### config.mk
export PLATFORM = sky130hd
export DESIGN_NAME = serial_adder_ctrl
export DESIGN_NICKNAME = d
export VERILOG_FILES = /design/src/rtl/serial_adder_pkg.sv /design/src/rtl/serial_adder_ctrl_piso_shift_reg.sv /design/src/rtl/serial_adder_ctrl.sv
export SDC_FILE = /design/constraint.sdc
export NUM_CORES = 1
export LEC_CHECK = 0
export CAP_MARGIN = 25
export CORE_ASPECT_RATIO = 1.25
export CORE_MARGIN = 2
export CORE_UTILIZATION = 51
export CTS_CLUSTER_DIAMETER = 100
export CTS_CLUSTER_SIZE = 28
export DETAILED_ROUTE_END_ITERATION = 7
export PLACE_DENSITY = 0.82
export SYNTH_ARGS = -nofsm -noshare
export SYNTH_HDL_FRONTEND = slang
export SYNTH_HIERARCHICAL = 1
export SYNTH_SLANG_ARGS = --single-unit
### constraint.sdc
create_clock -name clk -period 2.8 [get_ports clk]
set_input_delay 0.28 -clock clk [delete_from_list [all_inputs] [get_ports clk]]
set_output_delay 0.28 -clock clk [all_outputs]
set_load 0.02 [all_outputs]
### src/rtl/serial_adder_pkg.sv
// Shared definitions for the bit-serial adder controller: FSM encoding and default width.
package serial_adder_pkg;

    localparam int unsigned SA_WIDTH = 4;

    typedef enum logic [2:0] {
        ST_IDLE  = 3'd0,
        ST_CLR   = 3'd1,
        ST_SHIFT = 3'd2,
        ST_CAPT  = 3'd3,
        ST_DONE  = 3'd4
    } state_t;

endpackage

### src/rtl/serial_adder_ctrl_piso_shift_reg.sv
// Parallel-in serial-out shift register: parallel load, shift right, LSB presented as a flop output.
module piso_shift_reg #(
    parameter int unsigned WIDTH = 4
) (
    input  logic             clk,
    input  logic             clear,
    input  logic             load,
    input  logic             shift,
    input  logic [WIDTH-1:0] din,
    output logic             lsb
);

    logic [WIDTH-1:0] q;

    always_ff @(posedge clk) begin
        if (clear) begin
            q <= '0;
        end else if (load) begin
            q <= din;
        end else if (shift) begin
            q <= {1'b0, q[WIDTH-1:1]};
        end
    end

    assign lsb = q[0];

endmodule

### src/rtl/serial_adder_ctrl.sv
// Serial adder front end: streams operands LSB-first, collects the serial sum, done/ack handshake.
// Optional macro SERIAL_ADDER_OVF_EN adds a registered signed-overflow output (ovf).
module serial_adder_ctrl
    import serial_adder_pkg::*;
#(
    parameter int unsigned WIDTH = SA_WIDTH
) (
    input  logic             clk,
    input  logic             clear,
    input  logic             start,
    input  logic [WIDTH-1:0] a,
    input  logic [WIDTH-1:0] b,
    output logic             busy,
    output logic             ser_a,
    output logic             ser_b,
    output logic             shift_control,
    output logic             add_clearb,
    input  logic             sum_in,
    input  logic             carry_in,
    output logic [WIDTH-1:0] result,
    output logic             cout,
`ifdef SERIAL_ADDER_OVF_EN
    output logic             ovf,
`endif
    output logic             done,
    input  logic             ack
);

    localparam int unsigned CW = (WIDTH > 1) ? $clog2(WIDTH) : 1;
    localparam logic [CW-1:0] LAST = CW'(WIDTH - 1);

    state_t           state;
    logic [CW-1:0]    count;
    logic [WIDTH-1:0] acc;
    logic             load;
    logic             shift_en;
`ifdef SERIAL_ADDER_OVF_EN
    logic             c_msb;
`endif

    assign load     = (state == ST_IDLE) && start;
    assign shift_en = (state == ST_SHIFT);

    piso_shift_reg #(.WIDTH(WIDTH)) u_sa (
        .clk   (clk),
        .clear (clear),
        .load  (load),
        .shift (shift_en),
        .din   (a),
        .lsb   (ser_a)
    );

    piso_shift_reg #(.WIDTH(WIDTH)) u_sb (
        .clk   (clk),
        .clear (clear),
        .load  (load),
        .shift (shift_en),
        .din   (b),
        .lsb   (ser_b)
    );

    // Control FSM; every output is updated on the transition into the state that owns it.
    always_ff @(posedge clk) begin
        if (clear) begin
            state         <= ST_IDLE;
            busy          <= 1'b0;
            shift_control <= 1'b0;
            add_clearb    <= 1'b1;
            result        <= '0;
            cout          <= 1'b0;
            done          <= 1'b0;
            count         <= '0;
            acc           <= '0;
`ifdef SERIAL_ADDER_OVF_EN
            c_msb         <= 1'b0;
            ovf           <= 1'b0;
`endif
        end else begin
            case (state)
                ST_IDLE: begin
                    if (start) begin
                        state      <= ST_CLR;
                        busy       <= 1'b1;
                        add_clearb <= 1'b0;
                        count      <= '0;
                    end
                end
                ST_CLR: begin
                    state         <= ST_SHIFT;
                    add_clearb    <= 1'b1;
                    shift_control <= 1'b1;
                end
                ST_SHIFT: begin
                    acc   <= {sum_in, acc[WIDTH-1:1]};
                    count <= count + CW'(1);
                    if (count == LAST) begin
                        state         <= ST_CAPT;
                        shift_control <= 1'b0;
`ifdef SERIAL_ADDER_OVF_EN
                        c_msb         <= carry_in;
`endif
                    end
                end
                ST_CAPT: begin
                    // carry_in now holds the carry out of the MSB add
                    result <= acc;
                    cout   <= carry_in;
`ifdef SERIAL_ADDER_OVF_EN
                    ovf    <= c_msb ^ carry_in;
`endif
                    done   <= 1'b1;
                    state  <= ST_DONE;
                end
                ST_DONE: begin
                    if (ack) begin
                        done  <= 1'b0;
                        busy  <= 1'b0;
                        state <= ST_IDLE;
                    end
                end
                default: state <= ST_IDLE;
            endcase
        end
    end

endmodule
# Word level (Yosys, flattened, before mapping)
# Cells that the tools add are included.
# totals
register_bits	26
wordCells	52
input_bits	14
output_inout_bits	11
# op_classes
n_reduce_logical	14
eq_ne	8
n_addsub	1
n_mux	18
# ops
cell	count
$mux 4	4
$pmux 3 s5	1
$reduce_bool 2->1	6
$mux 3	3
$pmux 1 s2	4
$reduce_and 2->1	4
$eq 3x2->1 const B	2
$reduce_and 3->1	2
$mux 1	4
$ne 2x2->1 const B	2
$pmux 2 s2	1
$eq 3x1->1 const B	1
$eq 3x3->1 const B	1
$logic_not 3->1	1
$add 2x1->2 const B	1
$eq 2x2->1 const B	1
$mux 2	1
$ne 2x1->1 const B	1
$logic_and 1x1->1	1

# Depth between registers and ports, before layout
# depth
depth_word	3
ltp_mapped	5
depth_no_buf	4

# Cells and area by module
# Netlist, hierarchy kept.
# modules_own_cells
mod	seq_area_each_um2	instances	cells_each	area_each_um2
serial_adder_ctrl	360.3	1	70	713.2
piso_shift_reg	80.1	2	17	172.7

# Worst setup path before layout
# Ideal clock, no wire load.
# synth_timing
path_kind	register to register
start	reg state[1]
end	reg u_sa.q[0]
path_slack_ns	1.251
n_path_buf	1
setup_time_ns	0.086
arrival_ns	1.464
stages_incl_launch_ff	6
t_required_ns	2.714
synth_period_minus_slack_ns	1.549
path_cell_list	dfxtp_1 > buf_6 > nand2b_1 > nor3_1 > inv_1 > a211oi_1
# synth_between
elab_chain_len	3
elab_cells_between_ends	5
cone_classes	eq/ne: 1; mux: 1; reduce/logical: 3
# synth_lines
element	line	rtl
from (decl)	serial_adder_ctrl.sv:32	state_t state;
from (signal assigned)	serial_adder_ctrl.sv:65	state <= ST_IDLE;
from (signal assigned)	serial_adder_ctrl.sv:82	state <= ST_CLR;
from (signal assigned)	serial_adder_ctrl.sv:89	state <= ST_SHIFT;
$logic_not 3->1 *	serial_adder_ctrl.sv:41	assign load = (state == ST_IDLE) && start;
$logic_and 1x1->1 *	serial_adder_ctrl.sv:41	
named net load	serial_adder_ctrl.sv:35	logic load;
$mux 4 / $reduce_bool 2->1 (equally long branches)	-	
to (signal assigned)	serial_adder_ctrl_piso_shift_reg.sv:19	q <= din;
to (signal assigned)	serial_adder_ctrl_piso_shift_reg.sv:21	q <= {1'b0, q[WIDTH-1:1]};
to (decl)	serial_adder_ctrl_piso_shift_reg.sv:13	logic [WIDTH-1:0] q;
# The timed path passes the listed nets; every way through them passes the cells marked *.
# A chain may end at the register's enable or synchronous reset.

# Worst setup path after layout
# layout_timing
start	reg state[1]
end	reg u_sa.q[2]
# layout_between
elab_cells_between_ends	5
cone_classes	eq/ne: 1; mux: 1; reduce/logical: 3
# layout_rtl
element	line	rtl
$eq 3x2->1	serial_adder_ctrl.sv:42	assign shift_en = (state == ST_SHIFT);
named net shift_en	serial_adder_ctrl.sv:36	logic shift_en;
$reduce_bool 2->1 (no source line)	-	
# The timed path passes the listed nets, and every way through them passes these cells.

==> metrics.txt <==
status=finished, final reports clean; Post-DRT Antenna Nets=0; reg2reg start=state[1]$_SDFFE_PP0P_; Via density=5.35; Comb power frac=15.7%; dpl hpwl=1340 µm; core outline area=1960 µm²; vias=792; top cells by area in the synthesized netlist=dfxtp_1 (49%), mux2i_1 (14%), a211oi_1 (5.0%); Die Y=54.9 µm; Diodes inserted=0; initial antenna violation count=0; Post-Synthesis Net Count=119; Period minus WS final=1740 ps; largest net degree at the start of global routing=26; worst-skew pair later-pin latency=320 ps; final worst-path cycle share=62.0%; die area=2460 µm²; hold path depth=2; crit end category=register; clk sinks=26; Least-Margin Pin Slew=817 ps; clock root cell=clkbuf_4; Post-layout nets=144; P per Cell Area=587 nW/µm²; commonest cells after routing, fill and taps aside=dfxtp_1 (26), clkdlybuf4s50_1 (24), mux2i_1 (15), nor2_1 (13), a211oi_1 (7); RR Endpoint=u_sa/q[2]$_SDFFE_PP0P_; Worst Hold Path EP=done$_SDFFE_PP0P_; Crit Path Max Fanout=14; Setup crit start kind=register; Max Root-Sink Buffers=2; CTS tree=yes; Top FF cell, synth=dfxtp_1; first-pass GRT wire length=3220 µm; post-CTS setup buffers=0; drt total wl=1850 µm; FP Rows=18; Sw Ratio=23.4%; Setup Skew=4.00 ps; FMAX=576 MHz; filler cell count=154; Synth Register Bits=26; most common cell after layout, fill and taps aside=dfxtp_1; number of synthesized flops with an enable pin=0; IO buf count=24; Area growth syn-to-layout=27.4%; Post-CTS Resized=0; final worst setup slack=1060 ps; Reg2Reg Depth=3; GRT Total Usage=18.0%; I/O pin count=25; worst path arrival time=1970 ps; synth warn=6; Slew HR=45.4%; critical path class=reg2reg; Overflow after GRT=0; Worst Hold Class=reg2reg; Clock Power Share=32.0%; Sequential Power Share=52.2%; total CTS buffers=3; register area share after synthesis=49.2%; Async S/R FF share, synth=0%; Placement Setup Slack=1050 ps; Psw=0.185 mW; max-slew violation count=0; R2R Setup Slk=1060 ps; Syn Inst Count=104; Starting Density=54.0%; Die W=44.8 µm; Req. time, crit path=3030 ps; Synth cell types=25; vias in the first global route=771; Final Hold Viols=0; Placed Area=1300 µm²; Pint=0.606 mW; Synth top area share=49.2%; leakage power=0.517 nW; max-cap viol count=0; fraction of layout cells with a size suffix above 1=5.47%; Hold Slack=477 ps; Final Setup Violations=0; Residual DRC=0; hold path start=done$_SDFFE_PP0P_; Mapped Area=1060 µm²; Hold-fix buffers, CTS=0; Synth area leader=dfxtp_1; setup_tns=0 ps; average routed wire per standard cell=12.5 µm; Initial DRC Count=8; Worst-path clk slew=140 ps; RSZ-0062 raised after global routing=no; synthesized area per cell=10.2 µm²; CTS H-tree lvls=1; Peak VDD IR=0.463 mV; GPL Wtd Cong=0.758; post-route cell area=1350 µm²; DRT Pass-1 Iters=3
==> layer usage <==
layer	GRT usage [%]	vias up	wire, µm
li1	-	415	-
met1	20.1	360	823
met2	31.9	15	934
met3	7.47	2	81
met4	4.04	0	12
met5	0	-	0
==> per-stage QoR <==
step | util [%] | std cells | power, mW
floorplan | - | 104 | 0.498
global placement | 66.2 | 144 | 0.543
detailed placement | 66.2 | 144 | 0.547
CTS | 68.8 | 148 | 0.797
global route | 68.8 | 148 | 0.828
finish | 68.8 | 148 | 0.791
==> worst max path at each step <==
| stage | depth (start not counted) | startpoint | slack [ps] | to |
|---|---|---|---|---|
| final | 3 | state[1]$_SDFFE_PP0P_ | 1060 | u_sa/q[2]$_SDFFE_PP0P_ |
| after global routing | 3 | state[1]$_SDFFE_PP0P_ | 860 | u_sb/q[2]$_SDFFE_PP0P_ |
| after detailed placement | 3 | clear | 1050 | done$_SDFFE_PP0P_ |
| after global placement | 3 | clear | 1100 | done$_SDFFE_PP0P_ |
| after floorplan | 5 | state[1]$_SDFFE_PP0P_ | 1250 | u_sa/q[0]$_SDFFE_PP0P_ |
| after CTS | 3 | state[1]$_SDFFE_PP0P_ | 1030 | u_sa/q[2]$_SDFFE_PP0P_ |
==> cells by family (layout without fill, tap and decap cells) <==
logic type               Yosys count  count (layout)  share of synthesized area [%]
buffers and inverters              8              32                           4.37
AND/OR/NAND/NOR                   35              35                           18.2
XOR/XNOR                           1               1                          0.828
AO/OA/AOI/OAI                     18              18                           12.1
multiplexers                      15              15                           14.2
adder cells (fa/ha/maj)            1               1                           1.18
flip-flops                        26              26                           49.2
==> sequential cells by signal, indices dropped and copies added (netlist names) <==
signal / cells
acc: 4
add_clearb: 1
busy: 1
count: 2
cout: 1
done: 1
result: 4
shift_control: 1
state: 3
u_sa/q: 4
u_sb/q: 4
==> worst max-delay path: stages (launching register included) <==
cell and delay, ps:
dfxtp_1 490, nor3b_4 720, mux2i_1 180, a211oi_1 260
==> final cells by class <==
| class | instances | area (µm²) | share of cell area [%] |
|---|---|---|---|
| clock buffer | 3 | 22.5 | 1.67 |
| clock inverter | 1 | 30.0 | 2.23 |
| inverter | 3 | 11.3 | 0.835 |
| multi-input combinational | 70 | 492 | 36.5 |
| sequential | 26 | 520 | 38.6 |
| tap | 20 | 25.0 | 1.86 |
| timing repair buffer | 25 | 248 | 18.4 |
==> power groups by stage <==
stage          Sequential (mW)  Clock (mW)  Combinational [mW]
4_1_cts                  0.414       0.256               0.126
6_report                 0.413       0.253               0.125
3_5_place_dp             0.422           0               0.125
2_1_floorplan            0.423           0              0.0749
5_1_grt                  0.417       0.273               0.138
3_3_place_gp             0.420           0               0.123
==> cell usage after synthesis, drive strengths merged (2+ instances only) <==
| cell | instances |
|---|---|
| or3b | 2 |
| mux2i | 15 |
| a21oi | 5 |
| inv | 3 |
| nor3 | 4 |
| buf | 3 |
| a211oi | 7 |
| nor2b | 6 |
| nand2 | 5 |
| nor2 | 13 |
| clkbuf | 2 |
| nand2b | 2 |
| dfxtp | 26 |
| nor3b | 2 |
(Power assumes the default switching activity.)
